## src/rtl/fpu_pkg.sv

```systemverilog
// Shared types for the FPU command issuer: opcodes, issuer states, the
// buffered command record and the quiet-NaN word returned on timeout.
package fpu_pkg;

   typedef enum logic [1:0] {
      ADD = 2'b00,
      SUB = 2'b01,
      MUL = 2'b10,
      DIV = 2'b11
   } fpu_op_t;

   typedef enum logic [1:0] {
      IDLE,
      ISSUE,
      WAIT,
      RESP
   } issuer_state_t;

   localparam logic [31:0] FPU_QNAN = 32'h7FC0_0000;

   typedef struct packed {
      logic [31:0] a;
      logic [31:0] b;
      fpu_op_t     op;
   } fpu_cmd_t;

endpackage

```

## src/rtl/fpu_cmd_fifo.sv

```systemverilog
// Synchronous command FIFO: wrap-around read/write pointers plus an occupancy
// count. Push is ignored when full and pop when empty; head is read directly.
module fpu_cmd_fifo #(
   parameter int DEPTH = 4,
   parameter int WIDTH = 66
) (
   input  logic             clk,
   input  logic             rst,
   input  logic             i_push,
   input  logic [WIDTH-1:0] i_wdata,
   input  logic             i_pop,
   output logic [WIDTH-1:0] o_rdata,
   output logic             o_full,
   output logic             o_empty
);

   localparam int            AW       = $clog2(DEPTH);
   localparam logic [AW:0]   FULL_CNT = (AW+1)'(DEPTH);

   logic [WIDTH-1:0] r_mem [DEPTH];
   logic [AW-1:0]    r_wr_ptr;
   logic [AW-1:0]    r_rd_ptr;
   logic [AW:0]      r_count;
   logic             w_do_push;
   logic             w_do_pop;

   assign o_full    = (r_count == FULL_CNT);
   assign o_empty   = (r_count == '0);
   assign w_do_push = i_push && !o_full;
   assign w_do_pop  = i_pop && !o_empty;
   assign o_rdata   = r_mem[r_rd_ptr];

   // NOTE: storage is not reset; r_count alone says which entries are valid.
   always_ff @(posedge clk) begin
      if (w_do_push) r_mem[r_wr_ptr] <= i_wdata;
   end

   // NOTE: non-blocking assignments so every register updates from pre-edge values.
   always_ff @(posedge clk) begin
      if (!rst) begin
         r_wr_ptr <= '0;
         r_rd_ptr <= '0;
         r_count  <= '0;
      end else begin
         if (w_do_push) r_wr_ptr <= r_wr_ptr + AW'(1);
         if (w_do_pop)  r_rd_ptr <= r_rd_ptr + AW'(1);
         case ({w_do_push, w_do_pop})
            2'b10:   r_count <= r_count + (AW+1)'(1);
            2'b01:   r_count <= r_count - (AW+1)'(1);
            default: r_count <= r_count;
         endcase
      end
   end

endmodule

```

## src/rtl/fpu_issuer.sv

```systemverilog
// Command-side initiator for the FPU: buffers requests, issues one at a time
// with a one-cycle perm pulse, and returns results (or a timeout qNaN) in order.
module fpu_issuer
   import fpu_pkg::*;
#(
   parameter int DEPTH   = 4,
   parameter int TIMEOUT = 64
) (
   input  logic        clk,
   input  logic        rst,
   input  logic        cmd_valid,
   output logic        cmd_ready,
   input  logic [31:0] cmd_a,
   input  logic [31:0] cmd_b,
   input  logic [1:0]  cmd_op,
   output logic        fpu_perm,
   output logic [31:0] fpu_a,
   output logic [31:0] fpu_b,
   output logic [1:0]  fpu_op,
   input  logic        fpu_done,
   input  logic [31:0] fpu_out,
   output logic        rsp_valid,
   input  logic        rsp_ready,
   output logic [31:0] rsp_data,
   output logic [1:0]  rsp_op,
   output logic        rsp_timeout,
   output logic        busy
);

   localparam int            CW       = $clog2(TIMEOUT) + 1;
   localparam logic [CW-1:0] CNT_LAST = CW'(TIMEOUT - 1);

   fpu_cmd_t      w_push_cmd;
   fpu_cmd_t      w_head;
   logic          w_full;
   logic          w_empty;
   logic          w_pop;

   issuer_state_t r_state;
   logic [CW-1:0] r_cnt;
   logic          r_perm;
   logic [31:0]   r_a;
   logic [31:0]   r_b;
   fpu_op_t       r_op;
   logic          r_rsp_valid;
   logic [31:0]   r_rsp_data;
   fpu_op_t       r_rsp_op;
   logic          r_rsp_timeout;

   assign w_push_cmd = fpu_cmd_t'({cmd_a, cmd_b, cmd_op});
   assign w_pop      = (r_state == IDLE) && !w_empty;

   fpu_cmd_fifo #(
      .DEPTH (DEPTH),
      .WIDTH ($bits(fpu_cmd_t))
   ) u_fifo (
      .clk     (clk),
      .rst     (rst),
      .i_push  (cmd_valid),
      .i_wdata (w_push_cmd),
      .i_pop   (w_pop),
      .o_rdata (w_head),
      .o_full  (w_full),
      .o_empty (w_empty)
   );

   always_ff @(posedge clk) begin
      if (!rst) begin
         r_state       <= IDLE;
         r_cnt         <= '0;
         r_perm        <= 1'b0;
         r_a           <= '0;
         r_b           <= '0;
         r_op          <= ADD;
         r_rsp_valid   <= 1'b0;
         r_rsp_data    <= '0;
         r_rsp_op      <= ADD;
         r_rsp_timeout <= 1'b0;
      end else begin
         // perm is high only in the cycle spent in ISSUE
         r_perm <= 1'b0;
         case (r_state)
            IDLE: begin
               if (!w_empty) begin
                  r_a     <= w_head.a;
                  r_b     <= w_head.b;
                  r_op    <= w_head.op;
                  r_perm  <= 1'b1;
                  r_state <= ISSUE;
               end
            end
            ISSUE: begin
               r_cnt   <= '0;
               r_state <= WAIT;
            end
            WAIT: begin
               if (fpu_done) begin
                  r_rsp_data    <= fpu_out;
                  r_rsp_timeout <= 1'b0;
                  r_rsp_op      <= r_op;
                  r_rsp_valid   <= 1'b1;
                  r_state       <= RESP;
               end else if (r_cnt == CNT_LAST) begin
                  r_rsp_data    <= FPU_QNAN;
                  r_rsp_timeout <= 1'b1;
                  r_rsp_op      <= r_op;
                  r_rsp_valid   <= 1'b1;
                  r_state       <= RESP;
               end else begin
                  r_cnt <= r_cnt + CW'(1);
               end
            end
            RESP: begin
               if (rsp_ready) begin
                  r_rsp_valid <= 1'b0;
                  r_state     <= IDLE;
               end
            end
            default: r_state <= IDLE;
         endcase
      end
   end

   assign cmd_ready   = !w_full;
   assign busy        = !w_empty || (r_state != IDLE);
   assign fpu_perm    = r_perm;
   assign fpu_a       = r_a;
   assign fpu_b       = r_b;
   assign fpu_op      = r_op;
   assign rsp_valid   = r_rsp_valid;
   assign rsp_data    = r_rsp_data;
   assign rsp_op      = r_rsp_op;
   assign rsp_timeout = r_rsp_timeout;

endmodule

```

## config.mk

```make
export PLATFORM = sky130hd
export DESIGN_NAME = fpu_issuer
export DESIGN_NICKNAME = d
export VERILOG_FILES = /design/src/rtl/fpu_pkg.sv /design/src/rtl/fpu_cmd_fifo.sv /design/src/rtl/fpu_issuer.sv
export SDC_FILE = /design/constraint.sdc
export NUM_CORES = 1
export LEC_CHECK = 0
export BUFFER_PORTS_ARGS = -buffer_cell sky130_fd_sc_hd__buf_2
export CELL_PAD_IN_SITES_DETAIL_PLACEMENT = 1
export CELL_PAD_IN_SITES_GLOBAL_PLACEMENT = 2
export CORE_ASPECT_RATIO = 2
export CORE_MARGIN = 2
export CORE_UTILIZATION = 41
export DETAILED_ROUTE_END_ITERATION = 12
export GPL_TIMING_DRIVEN = 0
export PLACE_DENSITY = 0.83
export SLEW_MARGIN = 20
export SYNTH_ARGS = -nofsm -noshare
export SYNTH_HDL_FRONTEND = slang
export SYNTH_HIERARCHICAL = 1
export SYNTH_SLANG_ARGS = --single-unit
```

## constraint.sdc

```tcl
create_clock -name clk -period 4 [get_ports clk]
set_input_delay 0.8 -clock clk [delete_from_list [all_inputs] [get_ports clk]]
set_output_delay 0.8 -clock clk [all_outputs]
set_load 0.03 [all_outputs]
```

## After elaboration in Yosys (flattened, before gate mapping)

Memory sizes are Yosys's and may differ from the RTL's. A register that Yosys moved wholly into a read port is not among the register bits.
Index checks and enable logic that the tools add are counted.

| storage, ports and cells | value |
|---|---|
| memories | 1 |
| output and inout port bits | 105 |
| bits in registers | 53 |
| memory bits (writable) | 264 |

| operators by class | value |
|---|---|
| reduce and logical (&&, ||, !) cells | 20 |
| add/subtract/negate cells | 5 |
| multiplexer cells | 21 |
| eq/ne operators | 12 |
| bitwise gates (word level) | 1 |

Memory list:

| name | words | width | read ports | clocked after Yosys merged registers in | wr ports | RTL line | text |
|---|---|---|---|---|---|---|---|
| u_fifo.r_mem | 4 | 66 | 1 | 1 | 1 | fpu_cmd_fifo.sv:20 | `logic [WIDTH-1:0] r_mem [DEPTH];` |

Operators with widths:

| cell | number |
|---|---|
| $mux 32 | 2 |
| $mux 7 | 2 |
| $pmux 7 s2 | 1 |
| $mux 2 | 6 |
| $reduce_bool 2->1 | 5 |
| $reduce_and 3->1 | 3 |
| $ne 2x2->1 const B | 4 |
| $pmux 2 s4 | 1 |
| $add 7x1->7 const B | 1 |
| $eq 7x6->1 const B | 1 |
| $mux 1 | 7 |
| $eq 2x2->1 const B | 3 |
| $pmux 3 s2 | 1 |
| $reduce_and 2->1 | 3 |
| $add 2x1->2 const B | 2 |
| $eq 2x1->1 const B | 2 |
| $add 3x1->3 const B | 1 |
| $eq 3x3->1 const B | 1 |
| $logic_and 1x1->1 | 3 |
| $logic_not 1->1 | 3 |
| $logic_not 3->1 | 1 |
| $ne 3x3->1 const B | 1 |
| $sub 3x1->3 const B | 1 |
| $logic_not 2->1 | 1 |
| other kinds (3) | 3 |

## Depth between registers and ports, before layout

Gate-level depths: netlist (run 1).

| depth | value |
|---|---|
| word-level depth | 6 |
| mapped depth | 13 |
| gate-level depth less buffers | 11 |

## Hierarchy

The synthesis (run 1) kept the hierarchy.

By module, submodules not included:

| module | cells an instance | sequential area each (um2) | area each (um2) | instances |
|---|---|---|---|---|
| fpu_cmd_fifo | 398 | 8107.8 | 10007.1 | 1 |
| fpu_issuer | 442 | 2242.2 | 3975.1 | 1 |

## Worst setup path before layout (run 1)

Ideal clock, no wire load.

| timing | value |
|---|---|
| kind | input to register |
| start | input cmd_valid |
| end | memory u_fifo.r_mem[0][0] (enable) |
| setup slack | 840 ps |
| arrival | 2728 ps |
| cell stages on the path | 3 |
| cells stage by stage | nor2b_1 clkbuf_1 and2_1 |

| between the ends | value |
|---|---|
| word-level cells in the longest chain between the ends | 3 |

Ends and longest elaborated chain:

| what | RTL line | text |
|---|---|---|
| start, declared | fpu_issuer.sv:11 | `input logic cmd_valid,` |
| $logic_and 1x1->1 | fpu_cmd_fifo.sv:29 | `assign w_do_push = i_push && !o_full;` |
| $mux 1 | fpu_cmd_fifo.sv:35 | `if (w_do_push) r_mem[r_wr_ptr] <= i_wdata;` |
| $mux 1 (implied by the code) | fpu_cmd_fifo.sv:35 |  |
| end, declared | fpu_cmd_fifo.sv:20 |  |

Every way passes these cells.

## Final worst setup path (run 1)

| timing | value |
|---|---|
| start | register r_state[1] |
| end | register u_fifo.r_count[2] |

| between the ends | value |
|---|---|
| word-level cells in the longest chain between the ends | 5 |
| elaborated cells between the ends (all ways) | 7 |
| classes of those cells | eq/ne: 2; mux: 1; reduce/logical: 4 |

Ends and longest elaborated chain:

| what | RTL line | text |
|---|---|---|
| start, declared | fpu_issuer.sv:39 | `issuer_state_t r_state;` |
| start signal, assigned | fpu_issuer.sv:69 | `r_state <= IDLE;` |
| start signal, assigned | fpu_issuer.sv:89 | `r_state <= ISSUE;` |
| start signal, assigned | fpu_issuer.sv:94 | `r_state <= WAIT;` |
| $logic_not 2->1 * | fpu_issuer.sv:51 | `assign w_pop = (r_state == IDLE) && !w_empty;` |
| $logic_and 1x1->1 * | fpu_issuer.sv:51 |  |
| named net w_pop | fpu_issuer.sv:37 | `logic w_pop;` |
| $logic_and 1x1->1 * | fpu_cmd_fifo.sv:30 | `assign w_do_pop = i_pop && !o_empty;` |
| named net u_fifo.w_do_pop | fpu_cmd_fifo.sv:25 | `logic w_do_pop;` |
| $eq 2x1->1 or $eq 2x2->1 (tied branches) | fpu_cmd_fifo.sv:47 | `case ({w_do_push, w_do_pop})` |
| $pmux 3 s2 or $reduce_bool 2->1 (tied branches) | n/a |  |
| end signal, assigned | fpu_cmd_fifo.sv:48 | `2'b10: r_count <= r_count + (AW+1)'(1);` |
| end signal, assigned | fpu_cmd_fifo.sv:49 | `2'b01: r_count <= r_count - (AW+1)'(1);` |
| end signal, assigned | fpu_cmd_fifo.sv:50 | `default: r_count <= r_count;` |
| end, declared | fpu_cmd_fifo.sv:23 | `logic [AW:0] r_count;` |

The timed path passes the listed nets; every way through them passes the cells marked *.
A chain may end at the register's enable or synchronous reset.

==> results.md, run 1 <==
- Status: completed
- Drc violations: 0
- Number of CTS-inserted buffers: 36
- Total number of vias: 8,051
- Vias/cell: 5.17
- Share of cells above drive strength 1: 33.5%
- Largest net degree at the start of global routing: 37
- Cells after Synth: 840
- Ys async rst share: 0%
- Final Cycle Share: 80.5%
- Clock power frac: 29.1%
- Final Hold Viols: 0
- Syn Area/Cell: 16.6 µm²
- FMAX: 311 MHz
- Mapped cell area: 0.0140 mm²
- First-pass GRT wire length: 51,000 µm
- Detailed placer's ending HPWL: 23,100 µm
- Final Core Density: 50.2%
- Global Route Usage Sum: 18.9%
- Crit start category: flop
- Comb pwr share: 27.7%
- Kind of critical path: flop to flop
- H-tree levels: 2
- Most frequent cells in the layout: edfxtp_1 (264), buf_2 (224), nand2_1 (149)
- Register area: 0.0103 mm²
- Die X-Extent: 135 µm
- Sink Count: 385
- Worst min path class: flop to flop
- Share of the yosys chip area belonging to registers: 74.0%
- Origin of the worst min-delay path: fpu_a[10]$_SDFFE_PN0P_
- DRT Pass-1 Iters: 4
- Reg-to-Reg Start: r_state[1]$_SDFFE_PN0P_
- Ys Warns: 6
- Final setup viols: 0
- Hold buffers post-CTS: 0
- Power Density: 706 mW/mm²
- Skew-Pair Late Insertion Delay: 530 ps
- Resized cells post-CTS: 0
- Switching pwr: 3850 µW
- Part of the power in registers: 43.1%
- Peak supply drop: 0.526 mV
- Post-CTS setup buffer count: 0
- Crit path DAT: 3660 ps
- Ranking of synthesized cells by area: edfxtp_1 (57%), dfxtp_1 (17%), mux4_2 (11%)
- Die Y: 265 µm
- Final wirelength: 33,000 µm
- Switching Fraction: 32.3%
- Syn-to-layout area delta: 20.8%
- GRT overflow: 0
- Fin. max-slew vios: 0
- Clock root buffer: clkbuf_16
- Multi-input logic area: 0.00335 mm²
- Number of routed nets with antenna violations: 0
- CP Max Fanout: 12
- Vias in the first global route: 8,849
- # rows: 95
- Total core area: 0.0336 mm²
- Synthesized Nets: 955
- EDFF count, synth: 264
- Most used flip-flop cell after synthesis: edfxtp_1
- Initial Utilization: 41.6%
- Cell leakage power: 0.00611 µW
- Reg clk slew, reported paths: 60 ps
- Flops & latches, synth: 385
- Antenna violations before repair: 10
- CP required: 4440 ps
- CTS max path bufs: 3
- Yosys cell types: 47
- Worst slew pin tran: 756 ps
- Slew Limit Headroom: 49.6%
- Final weighted congestion in routability-driven placement: 0.720
- Port bufs: 207
- Area leader, netlist: edfxtp_1
- Maximum capacitance violations: 0
- DR WL/cell: 21.2 µm
- Hold Slack: 453 ps
- Die area: 0.0357 mm²
- Filler cell count: 3,339
- Fin Clk Skew: 23.1 ps
- Final min period: 3220 ps
- Commonest non-fill, non-tap cell in the layout: edfxtp_1
- RSZ-0062 raised after global routing: false
- Internal power: 8080 µW
- Num ports: 208
- TritonCTS clock tree: done
- # nets final: 1,204
- Crit path from: r_state[1]$_SDFFE_PN0P_
- DRT iter0 DRCs: 349
- CP endpoint kind: flop
- Post-synth top area share: 56.7%
-- area by class of cell --
class                           instances  area share [%]
Sequential cell                       385            61.3
Multi-Input combinational cell        396            19.8
Timing Repair Buffer                  211            6.74
Clock buffer                           51            6.04
Tap cell                              436            3.23
Buffer                                 46            1.47
Clock inverter                         15            1.10
Inverter                               13           0.289
Antenna cell                            5          0.0741
-- cells in the mapped netlist, types with 5 or more instances --
| cell type | instances |
|---|---|
| edfxtp_1 | 264 |
| nand2_1 | 149 |
| dfxtp_1 | 121 |
| a21oi_1 | 70 |
| mux4_2 | 66 |
| a22o_1 | 23 |
| clkbuf_1 | 20 |
| buf_2 | 17 |
| ha_1 | 11 |
| inv_1 | 11 |
| o221a_2 | 9 |
| o21ai_0 | 8 |
| and2_1 | 7 |
| nor2_1 | 7 |
| buf_6 | 6 |
| mux2i_1 | 5 |
-- power groups by stage --
stage / clock network (µW) / logic (µW) / registers [µW]
after global routing: 3690 / 3600 / 5200
after global placement: 0 / 3300 / 5230
after detailed placement: 0 / 3380 / 5240
after floorplan: 0 / 1650 / 5810
after CTS: 3570 / 3400 / 5160
final: 3470 / 3310 / 5140
-- state kept, by name, summed over array words and instances (netlist names), named ones only --
register / count
r_cnt: 7
rsp_data: 32
rsp_valid: 1
r_state: 2
fpu_b: 32
rsp_op: 2
fpu_op: 2
u_fifo/r_rd_ptr: 2
fpu_a: 32
rsp_timeout: 1
u_fifo/r_count: 3
fpu_perm: 1
u_fifo/r_mem: 264
u_fifo/r_wr_ptr: 2
-- worst max-delay path: stages (launching register included) --
cell,delay (ps)
dfxtp_1,350
inv_1,110
ha_1,180
nand2b_1,60
clkbuf_1,210
inv_2,150
clkbuf_1,470
nor2b_1,320
ha_1,240
inv_1,60
fa_1,370
xor2_1,150
or3_1,310
a21boi_0,170
-- per-layer routing --
metal	GRT usage (%)	wire length [µm]	vias to the layer above
li1	-	-	3680
met1	18.9	11400	4072
met2	37.1	18900	231
met3	4.02	1780	60
met4	7.25	952	8
met5	0	49	-
-- through the flow --
| step | setup slack [ps] | std cells | total power, µW | TNS (ps) | cell area, µm² |
|---|---|---|---|---|---|
| global route | 465 | 1558 | 12500 | 0 | 16900 |
| floorplan | 840 | 840 | 7460 | 0 | 14000 |
| finish | 780 | 1558 | 11900 | 0 | 16900 |
| global placement | -754 | 1483 | 8530 | -194270 | 15600 |
| CTS | 693 | 1553 | 12100 | 0 | 16900 |
| detailed placement | 742 | 1487 | 8620 | 0 | 15700 |
-- cells by family after synthesis --
family / share of synthesized area [%]
compound gates: 5.87
xor+xnor: 0.188
fa+ha+maj: 1.13
buf+inv: 2.12
flops: 74.0
mux: 11.0
simple gates: 5.68
-- worst paths after layout --
check | end | slack [ps] | depth (start not counted)
setup / recovery | u_fifo/r_count[2]$_SDFFE_PN0P_ | 780 | 13
hold / removal | fpu_a[10]$_SDFFE_PN0P_ | 450 | 2
setup reg to reg | u_fifo/r_count[2]$_SDFFE_PN0P_ | 780 | 13
hold reg to reg | fpu_a[10]$_SDFFE_PN0P_ | 450 | 2
(Power assumes the default switching activity.)
==> inputs of run 2 (changes only) <==
--- a/config.mk
+++ b/config.mk
@@ -5,15 +5,16 @@
 export SDC_FILE = /design/constraint.sdc
 export NUM_CORES = 1
 export LEC_CHECK = 0
+export ABC_AREA = 1
 export BUFFER_PORTS_ARGS = -buffer_cell sky130_fd_sc_hd__buf_2
 export CELL_PAD_IN_SITES_DETAIL_PLACEMENT = 1
 export CELL_PAD_IN_SITES_GLOBAL_PLACEMENT = 2
 export CORE_ASPECT_RATIO = 2
 export CORE_MARGIN = 2
-export CORE_UTILIZATION = 41
+export CORE_UTILIZATION = 38
 export DETAILED_ROUTE_END_ITERATION = 12
 export GPL_TIMING_DRIVEN = 0
-export PLACE_DENSITY = 0.83
+export PLACE_DENSITY = 0.82
 export SLEW_MARGIN = 20
 export SYNTH_ARGS = -nofsm -noshare
 export SYNTH_HDL_FRONTEND = slang
==> constraint.sdc (replaced) <==
create_clock -name clk -period 3.12 [get_ports clk]
set_input_delay 0.624 -clock clk [delete_from_list [all_inputs] [get_ports clk]]
set_output_delay 0.624 -clock clk [all_outputs]
set_load 0.03 [all_outputs]
==> run 2 against run 1 <==
Via count is 28% higher. Largest power group unchanged. Die area increased by 16%. Largest cell class unchanged. Critical endpoint unchanged. Count of clock-buffer cells in the layout fell by 6.
==> results.md, run 2 <==
- Final min period: 2820 ps (-398 ps)
- Part of the power in registers: 38.7% (-4.4 points)
- FMAX: 354 MHz (+14%)
- # nets final: 1,616 (+34%)
- Final weighted congestion in routability-driven placement: 0.781 (+8.5%)
- Kind of critical path: flop to flop
- Most frequent cells in the layout: edfxtp_1 (264), nor2_1 (236), buf_2 (227)
- Flops & latches, synth: 385 (unchanged)
- DR WL/cell: 20.9 µm (-1.2%)
- Synth cell count leaders: edfxtp_1 (264), nor2_1 (240), o21ai_0 (198)
- Initial Utilization: 38.2% (-3.3 points)
- Share of cells above drive strength 1: 28.3% (-5.2 points)
- Switching pwr: 6090 µW (+58%)
- Cell Area, Placed: 0.0170 mm² (+8.6%)
- Overall power: 16,700 µW (+40%)
- First-pass GRT wire length: 65,200 µm (+28%)
- Global Route Usage Sum: 21.2% (+2.3 points)
- Port bufs: 207 (unchanged)
- Internal power: 10,600 µW (+31%)
- Syn Area/Cell: 12.1 µm² (-27%)
- Power Density: 911 mW/mm² (+29%)
- CP endpoint kind: flop
- Cell count after placement: 1,988 (+34%)
- Fin Clk Skew: 12.8 ps (-10.3 ps)
- Most frequent cell after synthesis: edfxtp_1
- Commonest non-fill, non-tap cell in the layout: edfxtp_1
- Final Cycle Share: 90.4% (+9.9 points)
- Ys async rst share: 0% (unchanged)
- EDFF count, synth: 264 (unchanged)
- Cell leakage power: 0.00684 µW (+12%)
- Die X-Extent: 145 µm (+7.5%)
- Final Hold Viols: 0 (unchanged)
- # rows: 103 (+8.4%)
- Comb pwr share: 33.0% (+5.3 points)
- Filler cell count: 4,211 (+26%)
- Yosys cell types: 30 (-36%)
- Multi-input logic area: 0.00412 mm² (+23%)
- DRT Pass-1 Iters: 4 (unchanged)
- GRT overflow: 0 (unchanged)
- Worst min path class: input pin to flop
- Syn-to-layout area delta: 21.7%
- DRT iter0 DRCs: 466 (+34%)
- Cells after Synth: 1,244 (+48%)
- Final setup viols: 0 (unchanged)
- Maximum capacitance violations: 0 (unchanged)
- Crit start category: flop
- Drc violations: 0 (unchanged)
- Mapped cell area: 0.0150 mm² (+7.5%)
- CP required: 3540 ps (-900 ps)
- Pre-CTS WS: 93.5 ps (-648 ps)
- Number of CTS-inserted buffers: 37 (+2.8%)
- Sink Count: 385 (unchanged)
- Detailed placer's ending HPWL: 31,100 µm (+34%)
- Peak supply drop: 0.624 mV (+18%)
- Final WS setup: 299 ps (-482 ps)
- Share of the yosys chip area belonging to registers: 68.9% (-5.2 points)
- Vias/cell: 5.00 (-3.3%)
- Vias in the first global route: 11,354 (+28%)
- Post-synth top area share: 52.8% (-3.9 points)
- Biggest register: u_fifo/r_mem
- Total number of vias: 10,288 (+28%)
- Status: completed
- Antenna violations before repair: 12 (+2)
- Ranking of synthesized cells by area: edfxtp_1 (53%), dfxtp_1 (16%), o21ai_0 (6.6%)
- TritonCTS clock tree: done
- Hold Slack: 311 ps (-142 ps)
- Final non-filler cell area: 0.0183 mm² (+8.3%)
- Final wirelength: 43,100 µm (+31%)
- Synthesized Nets: 1,359 (+42%)
- Finished Layout Cells: 2,058 (+32%)
- Crit path DAT: 3240 ps (-420 ps)
- Ys Warns: 6 (unchanged)
- RSZ-0062 raised after global routing: false
- H-tree levels: 2 (unchanged)
- Fin. max-slew vios: 0 (unchanged)
- Largest net degree at the start of global routing: 22 (-41%)
- Area leader, netlist: edfxtp_1
- CP Max Fanout: 21 (+9)
- Worst slew pin tran: 779 ps (+23.0 ps)
- Reg clk slew, reported paths: 60 ps (about the same)
- Most used flip-flop cell after synthesis: edfxtp_1
- Clock power frac: 28.3% (-0.8 points)
- Total core area: 0.0393 mm² (+17%)
- Die area: 0.0413 mm² (+16%)
- Largest register FFs: 264 (unchanged)
- Skew-Pair Late Insertion Delay: 530 ps (about the same)
- Clock root buffer: clkbuf_16
- Post-CTS setup buffer count: 0 (unchanged)
- Switching Fraction: 36.6% (+4.3 points)
- Slew Limit Headroom: 48.0% (-1.7 points)
- CTS max path bufs: 3 (unchanged)
- Num ports: 208 (unchanged)
- Die Y: 285 µm (+7.6%)
- Number of routed nets with antenna violations: 0 (unchanged)
- Register area: 0.0103 mm² (unchanged)
-- run 2: changes by cell type in the layout (fill, tap and decap cells not counted), moves of 12 or more --
cell | before | now
mux4_2 | 66 | 0
a22o_1 | 23 | 0
o22ai_2 | 0 | 40
buf_12 | 1 | 14
clkbuf_1 | 31 | 45
o21ai_0 | 8 | 198
inv_1 | 11 | 31
a21oi_1 | 70 | 40
nor2_1 | 7 | 236
nand3_1 | 3 | 15
o22ai_1 | 0 | 26
nor2_2 | 0 | 27
nand2_1 | 149 | 89
nor2_4 | 0 | 45
-- run 2: logic make-up after synthesis --
group,count (synthesis),share of synthesized area [%]
adder cells (fa/ha/maj),12,1.05
flip-flops,385,68.9
AO/OA/AOI/OAI,319,13.0
buffers and inverters,110,3.92
AND/OR/NAND/NOR,418,13.2
-- run 2: per-stage QoR --
step	util [%]	TNS (ps)
2_1_floorplan	-	-238280
3_3_place_gp	42.5	-981640
3_5_place_dp	43.3	0
4_1_cts	46.5	0
5_1_grt	46.5	0
6_report	46.5	0
-- run 2: critical path, cell delays in order (launching register included) --
cell and delay [ps]:
dfxtp_1 360, nor2_1 80, nand2_1 150, inv_1 160
nor2_2 270, clkbuf_4 390, nand2_1 130, inv_1 120
ha_1 190, inv_1 80, fa_1 390, inv_1 70
nand2_1 50, nand3_1 110, nand2_1 70, nand2_1 60
nor2_1 40
-- run 2: path summary, 6_finish.rpt --
path	endpoint	from	slack [ps]	cells after the start
worst max-delay path	u_fifo/r_count[2]$_SDFFE_PN0P_	u_fifo/r_count[1]$_SDFFE_PN0P_	300	16
worst min-delay path	u_fifo/r_mem[3][0]$_DFFE_PP_	cmd_op[0]	310	1
worst max register to register	u_fifo/r_count[2]$_SDFFE_PN0P_	u_fifo/r_count[1]$_SDFFE_PN0P_	300	16
worst min register to register	r_cnt[6]$_SDFFE_PN0P_	r_cnt[6]$_SDFFE_PN0P_	440	2
-- run 2: power groups by stage --
stage / registers, µW / clock network [µW] / logic, µW
2_1_floorplan: 7160 / 0 / 2960
3_3_place_gp: 6600 / 0 / 5360
3_5_place_dp: 6570 / 0 / 5590
4_1_cts: 6460 / 4840 / 5630
5_1_grt: 6520 / 5010 / 6030
6_report: 6460 / 4720 / 5500
-- run 2: area by class of cell --
cell class / count / area share (%)
Inverter: 35 / 0.752
Sequential cell: 385 / 56.6
Timing Repair Buffer: 219 / 7.14
Clock buffer: 45 / 5.28
Tap cell: 525 / 3.59
Antenna cell: 7 / 0.0958
Clock inverter: 19 / 1.57
Buffer: 74 / 2.46
Multi-Input combinational cell: 749 / 22.5
-- run 2: repair_timing --
item,4_1_cts,5_1_grt
setup endpoints to repair,0,1
gates resized for setup,0,1
hold buffers,0,0
-- run 2: routing by layer --
layer,GRT usage [%],part of all wire [%]
met2,42.5,58
met4,9.13,3.4
met5,0,0.16
met3,3.54,4.7
met1,20.4,34
==> inputs of run 3 (changes only) <==
--- a/config.mk
+++ b/config.mk
@@ -5,16 +5,15 @@
 export SDC_FILE = /design/constraint.sdc
 export NUM_CORES = 1
 export LEC_CHECK = 0
-export ABC_AREA = 1
 export BUFFER_PORTS_ARGS = -buffer_cell sky130_fd_sc_hd__buf_2
 export CELL_PAD_IN_SITES_DETAIL_PLACEMENT = 1
 export CELL_PAD_IN_SITES_GLOBAL_PLACEMENT = 2
 export CORE_ASPECT_RATIO = 2
 export CORE_MARGIN = 2
-export CORE_UTILIZATION = 38
+export CORE_UTILIZATION = 41
 export DETAILED_ROUTE_END_ITERATION = 12
 export GPL_TIMING_DRIVEN = 0
-export PLACE_DENSITY = 0.82
+export PLACE_DENSITY = 0.83
 export SLEW_MARGIN = 20
 export SYNTH_ARGS = -nofsm -noshare
 export SYNTH_HDL_FRONTEND = slang
==> run 3 against run 2 <==
Worst hold slack got worse by 5.8 ps. First-iteration DRC count shrank 24%. Clock power down 5.5%. Combinational power is 23% lower. Via count shrank 22%. Worst setup slack lost 19 ps. Flip-flop and latch count is the same. Count of clock-buffer cells in the layout increased by 6. Sequential share of layout area grew 4.7 points. Maximum frequency down 0.67%. Critical endpoint unchanged. Largest power group unchanged.
==> results.md, run 3 (same netlist as run 1, synthesis figures left out) <==
- Final Core Density: 50.2% (+3.7 points)
- Post-CTS setup buffer count: 0 (unchanged)
- Final Hold Viols: 0 (unchanged)
- DR WL/cell: 21.3 µm (+1.5%)
- GRT overflow: 0 (unchanged)
- Final Cycle Share: 91.0% (+0.61 points)
- CP endpoint kind: flop
- Worst min path class: input pin to flop
- Peak supply drop: 0.671 mV (+7.5%)
- Syn-to-layout area delta: 20.8%
- Resized cells post-CTS: 0 (unchanged)
- Cell leakage power: 0.00611 µW (-11%)
- FMAX: 352 MHz (-0.67%)
- Switching pwr: 4940 µW (-19%)
- Vias in the first global route: 8,855 (-22%)
- Die Y: 265 µm (-7.0%)
- DRT Pass-1 Iters: 4 (unchanged)
- Most frequent cells in the layout: edfxtp_1 (264), buf_2 (224), nand2_1 (149)
- Die X-Extent: 135 µm (-6.9%)
- Worst r2r path cells: 12 (-4)
- Total number of vias: 8,051 (-22%)
- Port bufs: 207 (unchanged)
- Reg clk slew, reported paths: 60 ps (about the same)
- Die area: 0.0357 mm² (-13%)
- DRT iter0 DRCs: 353 (-24%)
- Hold Slack: 305 ps (-5.76 ps)
- RSZ-0062 raised after global routing: false
- Clock root buffer: clkbuf_16
- Final wirelength: 33,100 µm (-23%)
- Drc violations: 0 (unchanged)
- CP required: 3560 ps (+20 ps)
- TritonCTS clock tree: done
- Number of routed nets with antenna violations: 0 (unchanged)
- Reg-to-reg setup timing slack: 280 ps (-20 ps)
- Final weighted congestion in routability-driven placement: 0.720 (-7.8%)
- Skew-Pair Late Insertion Delay: 530 ps (about the same)
- Total core area: 0.0336 mm² (-14%)
- Part of the power in registers: 43.1% (+4.4 points)
- Crit path from: r_state[1]$_SDFFE_PN0P_
- Share of cells above drive strength 1: 33.5% (+5.2 points)
- Clock power frac: 29.1% (+0.8 points)
- Global Route Usage Sum: 18.9% (-2.3 points)
- Crit start category: flop
- Status: completed
- Final min period: 2840 ps (+19.2 ps)
- Filler cell count: 3,339 (-21%)
- Sink Count: 385 (unchanged)
- Reg-to-Reg Start: r_state[1]$_SDFFE_PN0P_
- Commonest non-fill, non-tap cell in the layout: edfxtp_1
- Initial Utilization: 41.6% (+3.3 points)
- CP Max Fanout: 15 (-29%)
- First-pass GRT wire length: 51,000 µm (-22%)
- Maximum capacitance violations: 0 (unchanged)
- # rows: 95 (-7.8%)
- CTS max path bufs: 3 (unchanged)
- Vias/cell: 5.17 (+3.4%)
- Crit path DAT: 3280 ps (+40 ps)
- Largest net degree at the start of global routing: 37 (+68%)
- Hold buffers post-CTS: 0 (unchanged)
- # nets final: 1,203 (-26%)
- Fin. max-slew vios: 0 (unchanged)
- Largest register FFs: 264 (unchanged)
- Final setup viols: 0 (unchanged)
- R2R Path End: u_fifo/r_count[2]$_SDFFE_PN0P_
- Switching Fraction: 32.3% (-4.3 points)
- H-tree levels: 2 (unchanged)
- Power Density: 905 mW/mm² (-0.65%)
- Worst slew pin tran: 769 ps (-10.2 ps)
- Critical path endpoint: u_fifo/r_count[2]$_SDFFE_PN0P_
- Kind of critical path: flop to flop
- Slew Limit Headroom: 48.8% (+0.80 points)
- Comb pwr share: 27.7% (-5.3 points)
- Detailed placer's ending HPWL: 23,100 µm (-26%)
- Fin Clk Skew: 21.5 ps (+8.69 ps)
- Number of CTS-inserted buffers: 36 (-2.7%)
- Internal power: 10,400 µW (-2.1%)
- Biggest register: u_fifo/r_mem
- Num ports: 208 (unchanged)
- Antenna violations before repair: 10 (-2)
==> run 3: changes by cell type in the layout (fill, tap and decap cells not counted), sizes merged, moves of 23 or more <==
cell	change
mux4	+66
a22o	+23
o22ai	-66
nor2	-301
nand2	+56
a21oi	+31
o21ai	-203
==> run 3: final cells by class <==
type	instances	area [µm²]	area share, %
Antenna cell	5	12.5	0.0741
Buffer	45	244	1.44
Clock buffer	51	1020	6.04
Clock inverter	15	185	1.10
Inverter	13	51.3	0.304
Multi-Input combinational cell	396	3350	19.8
Sequential cell	385	10300	61.3
Tap cell	436	546	3.23
Timing Repair Buffer	211	1140	6.74
==> run 3: how the worst min path moves through the flow <==
stage | startpoint | depth (start not counted) | slack (ps) | to
finish | cmd_b[5] | 1 | 310 | u_fifo/r_mem[3][7]$_DFFE_PP_
global route | cmd_b[2] | 1 | 290 | u_fifo/r_mem[1][4]$_DFFE_PP_
CTS | cmd_b[5] | 1 | 280 | u_fifo/r_mem[1][7]$_DFFE_PP_
detailed placement | fpu_b[0]$_SDFFE_PN0P_ | 2 | 450 | fpu_b[0]$_SDFFE_PN0P_
global placement | fpu_b[9]$_SDFFE_PN0P_ | 2 | 440 | fpu_b[9]$_SDFFE_PN0P_
floorplan | r_cnt[6]$_SDFFE_PN0P_ | 2 | 430 | r_cnt[6]$_SDFFE_PN0P_
==> run 3: power by group through the flow <==
stage / Clock [µW] / Sequential [µW] / Combinational, µW
after CTS: 4570 / 6610 / 4350
after floorplan: 0 / 7450 / 2110
after global placement: 0 / 6710 / 4230
final: 4460 / 6600 / 4240
after global routing: 4740 / 6670 / 4620
after detailed placement: 0 / 6710 / 4340
==> run 3: stage by stage <==
stage	instance area, µm²	power (µW)	cells	TNS, ps	worst slack (ps)
final	16900	15300	1557	0	280
after global routing	16900	16000	1557	0	32.7
after CTS	16900	15500	1552	0	168
after detailed placement	15700	11000	1487	-138	-138
after global placement	15600	10900	1483	-380200	-1460
after floorplan	14000	9560	840	0	136
==> run 3: per-layer routing <==
layer / wire length [µm] / share of wire [%] / up-vias / global-route usage [%]
met5: 49 / 0.15 / - / 0
met4: 1040 / 3.1 / 8 / 7.54
met3: 1770 / 5.3 / 63 / 4.02
met2: 18800 / 57 / 219 / 37.0
met1: 11500 / 35 / 4081 / 18.9
li1: - / - / 3680 / -
==> run 3: critical path, stage by stage (launching register included) <==
cell	delay, ps
dfxtp_1	350
inv_1	110
ha_1	180
nand2b_1	60
clkbuf_1	230
inv_4	230
nor2b_1	290
ha_1	240
inv_1	60
fa_1	370
xor2_1	150
or3_1	310
a21boi_0	170
